File: src/rtl/uart_tx_sched.sv
// Round-robin scheduler funnelling four byte requesters into one Wishbone UART slave.
// IDLE accepts in 0 cycles; a write holds stb until ack/err/timeout; each byte is followed by a BYTE_CLKS gap.
module uart_tx_sched #(
  parameter int DAT_WIDTH   = 64,
  parameter int BYTE_CLKS   = 8680,
  parameter int ACK_TIMEOUT = 16
) (
  input  logic                 clk_i,
  input  logic                 rst_i,
  input  logic [3:0]           req_valid_i,
  input  logic [31:0]          req_data_i,
  output logic [3:0]           req_ready_o,
  output logic                 uart_stb_o,
  output logic                 uart_we_o,
  output logic [DAT_WIDTH-1:0] uart_dat_o,
  input  logic                 uart_ack_i,
  input  logic                 uart_err_i,
  output logic [1:0]           grant_o,
  output logic                 busy_o,
  output logic [7:0]           err_cnt_o
);

  localparam int GAP_W = ($clog2(BYTE_CLKS + 1) > 32) ? $clog2(BYTE_CLKS + 1) : 32;
  localparam int TMO_W = ($clog2(ACK_TIMEOUT + 1) > 8) ? $clog2(ACK_TIMEOUT + 1) : 8;

  typedef enum logic [1:0] {IDLE, WRITE, GAP} state_t;

  state_t             state_q, state_d;
  logic [1:0]         last_q, last_d;
  logic [1:0]         grant_q, grant_d;
  logic [7:0]         byte_q, byte_d;
  logic [7:0]         err_q, err_d;
  logic [GAP_W-1:0]   gap_q, gap_d;
  logic [TMO_W-1:0]   tmo_q, tmo_d;

  logic [3:0]         win;
  logic [1:0]         win_idx;
  logic [1:0]         rr_idx;
  logic               found;
  logic               accept;

  // Search starts just after the last accepted requester and wraps.
  always_comb begin
    win     = '0;
    win_idx = '0;
    rr_idx  = '0;
    found   = 1'b0;
    for (int i = 1; i <= 4; i++) begin
      rr_idx = last_q + 2'(i);
      if (!found && req_valid_i[rr_idx]) begin
        win[rr_idx] = 1'b1;
        win_idx     = rr_idx;
        found       = 1'b1;
      end
    end
  end

  assign req_ready_o = (state_q == IDLE && !rst_i) ? win : 4'b0000;
  assign accept      = |(req_valid_i & req_ready_o);

  always_comb begin
    state_d = state_q;
    last_d  = last_q;
    grant_d = grant_q;
    byte_d  = byte_q;
    err_d   = err_q;
    gap_d   = gap_q;
    tmo_d   = tmo_q;
    case (state_q)
      IDLE: begin
        if (accept) begin
          byte_d  = req_data_i[{win_idx, 3'b000} +: 8];
          grant_d = win_idx;
          last_d  = win_idx;
          tmo_d   = '0;
          state_d = WRITE;
        end
      end
      WRITE: begin
        tmo_d = tmo_q + 1'b1;
        // An error beats a simultaneous ack; a silent slave is treated as an error.
        if (uart_err_i || (!uart_ack_i && tmo_q == TMO_W'(ACK_TIMEOUT - 1))) begin
          if (err_q != 8'hFF) err_d = err_q + 8'd1;
          gap_d   = '0;
          state_d = GAP;
        end else if (uart_ack_i) begin
          gap_d   = '0;
          state_d = GAP;
        end
      end
      GAP: begin
        gap_d = gap_q + 1'b1;
        if (gap_q == GAP_W'(BYTE_CLKS - 1)) state_d = IDLE;
      end
      default: state_d = IDLE;
    endcase
  end

  always_ff @(posedge clk_i) begin
    if (rst_i) begin
      state_q <= IDLE;
      last_q  <= 2'd3;
      grant_q <= 2'd0;
      byte_q  <= 8'd0;
      err_q   <= 8'd0;
      gap_q   <= '0;
      tmo_q   <= '0;
    end else begin
      state_q <= state_d;
      last_q  <= last_d;
      grant_q <= grant_d;
      byte_q  <= byte_d;
      err_q   <= err_d;
      gap_q   <= gap_d;
      tmo_q   <= tmo_d;
    end
  end

  assign uart_stb_o = (state_q == WRITE);
  assign uart_we_o  = (state_q == WRITE);
  assign uart_dat_o = (state_q == WRITE) ? DAT_WIDTH'(byte_q) : '0;
  assign grant_o    = grant_q;
  assign busy_o     = !rst_i && (state_q != IDLE);
  assign err_cnt_o  = err_q;

endmodule

File: config.mk
export PLATFORM = sky130hd
export DESIGN_NAME = uart_tx_sched
export DESIGN_NICKNAME = d
export VERILOG_FILES = /design/src/rtl/uart_tx_sched.sv
export SDC_FILE = /design/constraint.sdc
export NUM_CORES = 1
export LEC_CHECK = 0
export BUFFER_PORTS_ARGS = -buffer_cell sky130_fd_sc_hd__clkbuf_2
export CAP_MARGIN = 15
export CORE_UTILIZATION = 50
export DETAILED_ROUTE_END_ITERATION = 8
export HOLD_SLACK_MARGIN = 0.12
export PLACE_DENSITY = 0.77
export SYNTH_ARGS = -nofsm -noshare
export SYNTH_HDL_FRONTEND = slang
export SYNTH_SLANG_ARGS = --single-unit
File: constraint.sdc
create_clock -name clk_i -period 5.8 [get_ports clk_i]
set_input_delay 0.29 -clock clk_i [delete_from_list [all_inputs] [get_ports clk_i]]
set_output_delay 0.29 -clock clk_i [all_outputs]
set_load 0.02 [all_outputs]
==> flow_summary.json <==
{
  "critPathArrivalTime_ns": 4.02,
  "drt_wl_total_um": 9220,
  "path_max_fanout": 15,
  "cts_tree": "yes",
  "synth_edf_count": 0,
  "grtUsageTotal": 0.219,
  "setup_viol": 0,
  "worstSetupEndpointType": "flip-flop",
  "cts_resized": 0,
  "rows": 33,
  "max-slew-margin-rel": 0.338,
  "holdCritPathClass": "in2reg",
  "drc": 0,
  "period_needed_ns": 3.80,
  "timing.final.crit_share": 0.655,
  "ctsHoldBuffers": 0,
  "route.met2.wl_um": 4660,
  "synth_top_flop_cell": "dfxtp_1",
  "n_fill_cell": 773,
  "clkTransAtPathRegs_ns": 0.07,
  "worst_ep_required_time_ns": 6.02,
  "cp.depth": 8,
  "critPathMaxStageDelay_ns": 0.73,
  "max-cap-violations": 0,
  "grt_max_degree": 42,
  "gp_congestion": 0.901,
  "vias": 3651,
  "ir_drop_mv": 0.160,
  "synth_area_um2": 4340,
  "clk_latency_ns": 0.34,
  "rsz0062_at_grt": "false",
  "worst_slew_pin_slew_ns": 0.994,
  "avgSynthCellArea_um2": 8.55,
  "die_w_um": 95.2,
  "rr_worst_depth": 8,
  "min_delay_path_depth": 4,
  "n_antenna_cell": 0,
  "numPortBuffers": 64,
  "power_density_nw_per_um2": 377,
  "start_kind": "flip-flop",
  "setup_slack_ns": 2.00,
  "grt_pass1_wl_um": 15600,
  "top_layer": "met4",
  "cp_cell_sequence": "inv_1 -> ha_1 -> mux4_2 -> nor3b_1 -> o21ai_0 -> nand3_1 -> nor2_2 -> mux2_2",
  "yosysUniqueCellTypes": 55,
  "drt_pass1_iterations": 4,
  "ys_seq_area_frac": 0.286,
  "numCtsBuffers": 9,
  "max_freq_mhz": 263,
  "clock_tree.buffer_depth": 2,
  "leakagePower_nw": 2.00,
  "fin_skew_ns": 0.0111,
  "status": "completed",
  "root_buffer": "clkbuf_8",
  "synth_warnings": 0,
  "drt-initial-drc-count": 160,
  "grt-ovfl-total": 0,
  "worstSetupPathType": "reg2reg",
  "netlist_instances": 508,
  "place_inst": 650,
  "layout-drive-gt1-share": 0.194,
  "fin_setup_tns_ns": 0,
  "synth-seq-cells": 62,
  "postRouteAntennaNets": 0,
  "coreArea_um2": 8300,
  "nets": 611,
  "wl_per_cell_um": 13.8,
  "antenna_found_initial": 0,
  "start_util": 0.523,
  "vias_per_cell": 5.47,
  "die_area_um2": 9060,
  "final_cells": 667,
  "dpl_worst_slack_ns": 1.98,
  "async_flop_share": 0,
  "drv_slew": 0,
  "wl_met3_um": 306,
  "cts_max_level": 3,
  "crit_family": "simple AND/OR/NAND/NOR gates",
  "cp_slowest_cell": "dfxtp_1",
  "hold_viol": 0,
  "wl_met1_um": 4100,
  "ioPinCount": 121,
  "area_growth_pct": 7.92,
  "grt_pass1_vias": 3392,
  "post-cts-setup-buffers": 0,
  "cts_sinks": 62,
  "crit_buf_inv": 1,
  "dp_hpwl_um": 6710,
  "die_y_um": 95.2
}
-- tightest hold or removal path: stages --
cell and delay (ns):
clkbuf_2 0.10, a31oi_1 0.07, o21ai_0 0.17, a21oi_1 0.06
-- per-stage QoR --
stage                     hold slack, ns  instance area, um2  utilization  power [mW]
after floorplan                    0.462                4550            -        1.24
after global placement             0.476                4470        0.538        1.33
after detailed placement           0.484                4470        0.538        1.36
after CTS                          0.385                4680        0.564        1.77
after global routing               0.390                4690        0.565        1.89
final                              0.396                4690        0.565        1.77
-- flip-flops by register name, indices dropped and copies added, names as in the netlist --
name / cells
state_q: 2
tmo_q: 8
byte_q: 8
err_cnt_o: 8
gap_q: 32
last_q: 2
grant_o: 2
-- cell usage after synthesis, drive strengths merged (14+ instances only) --
cell	count	area [um2]
clkbuf	18	67.6
dfxtp	62	1240
inv	16	60.1
nand3	20	100
xnor2	19	166
xor2	15	131
and3	16	105
o21ai	15	75.1
nand2	29	109
nand4	16	100
ha	14	175
nor2	44	168
buf	65	475
a21oi	19	103
-- placed cells by master (no fill, tap or decap), drive strengths merged, types with 3 or more instances in the layout --
cell    Yosys  final
clkinv      1      4
and2       12     12
nand3b      3      3
nand2      29     29
xor2       15     15
nor3       12     12
o21ai      15     15
a31oi       3      3
or3         4      4
inv        16     16
nor3b       4      4
nand4      16     16
nor2       44     44
mux2i       7      7
mux4       12     12
nand3      20     20
a21oi      19     19
a221oi      3      3
dfxtp      62     62
a211o       4      4
ha         14     14
clkbuf     18     74
nor4       10     10
xnor2      19     19
and4        7      7
o31ai       4      4
mux2        9      9
a22oi       3      3
nor4b       9      9
conb        1     56
and3       16     16
nor2b      10     10
a21o        3      3
nand2b      5      5
-- worst paths after layout --
kind                        to       start  slack [ns]
hold / removal    err_cnt_o[1]  uart_err_i        0.40
hold reg to reg     grant_o[0]  grant_o[0]        0.49
setup reg to reg     byte_q[6]   last_q[0]        2.00
setup / recovery     byte_q[6]   last_q[0]        2.00
-- final cells by class --
class / count / area [um2] / share of cell area
inverters: 17 / 63.8 / 0.0136
well taps: 105 / 131 / 0.0280
flip-flops and latches: 62 / 1240 / 0.265
clock buffers: 10 / 128 / 0.0272
clock inverters: 6 / 86.3 / 0.0184
multi-input cells: 401 / 2700 / 0.576
repair buffers: 66 / 335 / 0.0715
-- logic make-up (layout without fill, tap and decap cells) --
group	count (synthesis)	after routing	share of synthesized area
simple gates	203	203	0.259
buf+inv	100	99	0.140
compound gates	66	66	0.104
flops	62	62	0.286
xor+xnor	34	34	0.0686
mux	28	28	0.102
fa+ha+maj	14	14	0.0403
other cells	1	56	0.000863
-- layer usage --
metal	up-vias	global-route usage
li1	1793	-
met1	1762	0.269
met2	84	0.377
met3	12	0.0399
met4	0	0.0871
met5	-	0
-- power by group --
| part | total [mW] | switching [mW] | internal (mW) |
|---|---|---|---|
| Combinational | 0.824 | 0.490 | 0.334 |
| Sequential | 0.529 | 0.0497 | 0.479 |
| Clock | 0.412 | 0.171 | 0.241 |
| Total | 1.77 | 0.711 | 1.05 |
(Power assumes the default switching activity.)
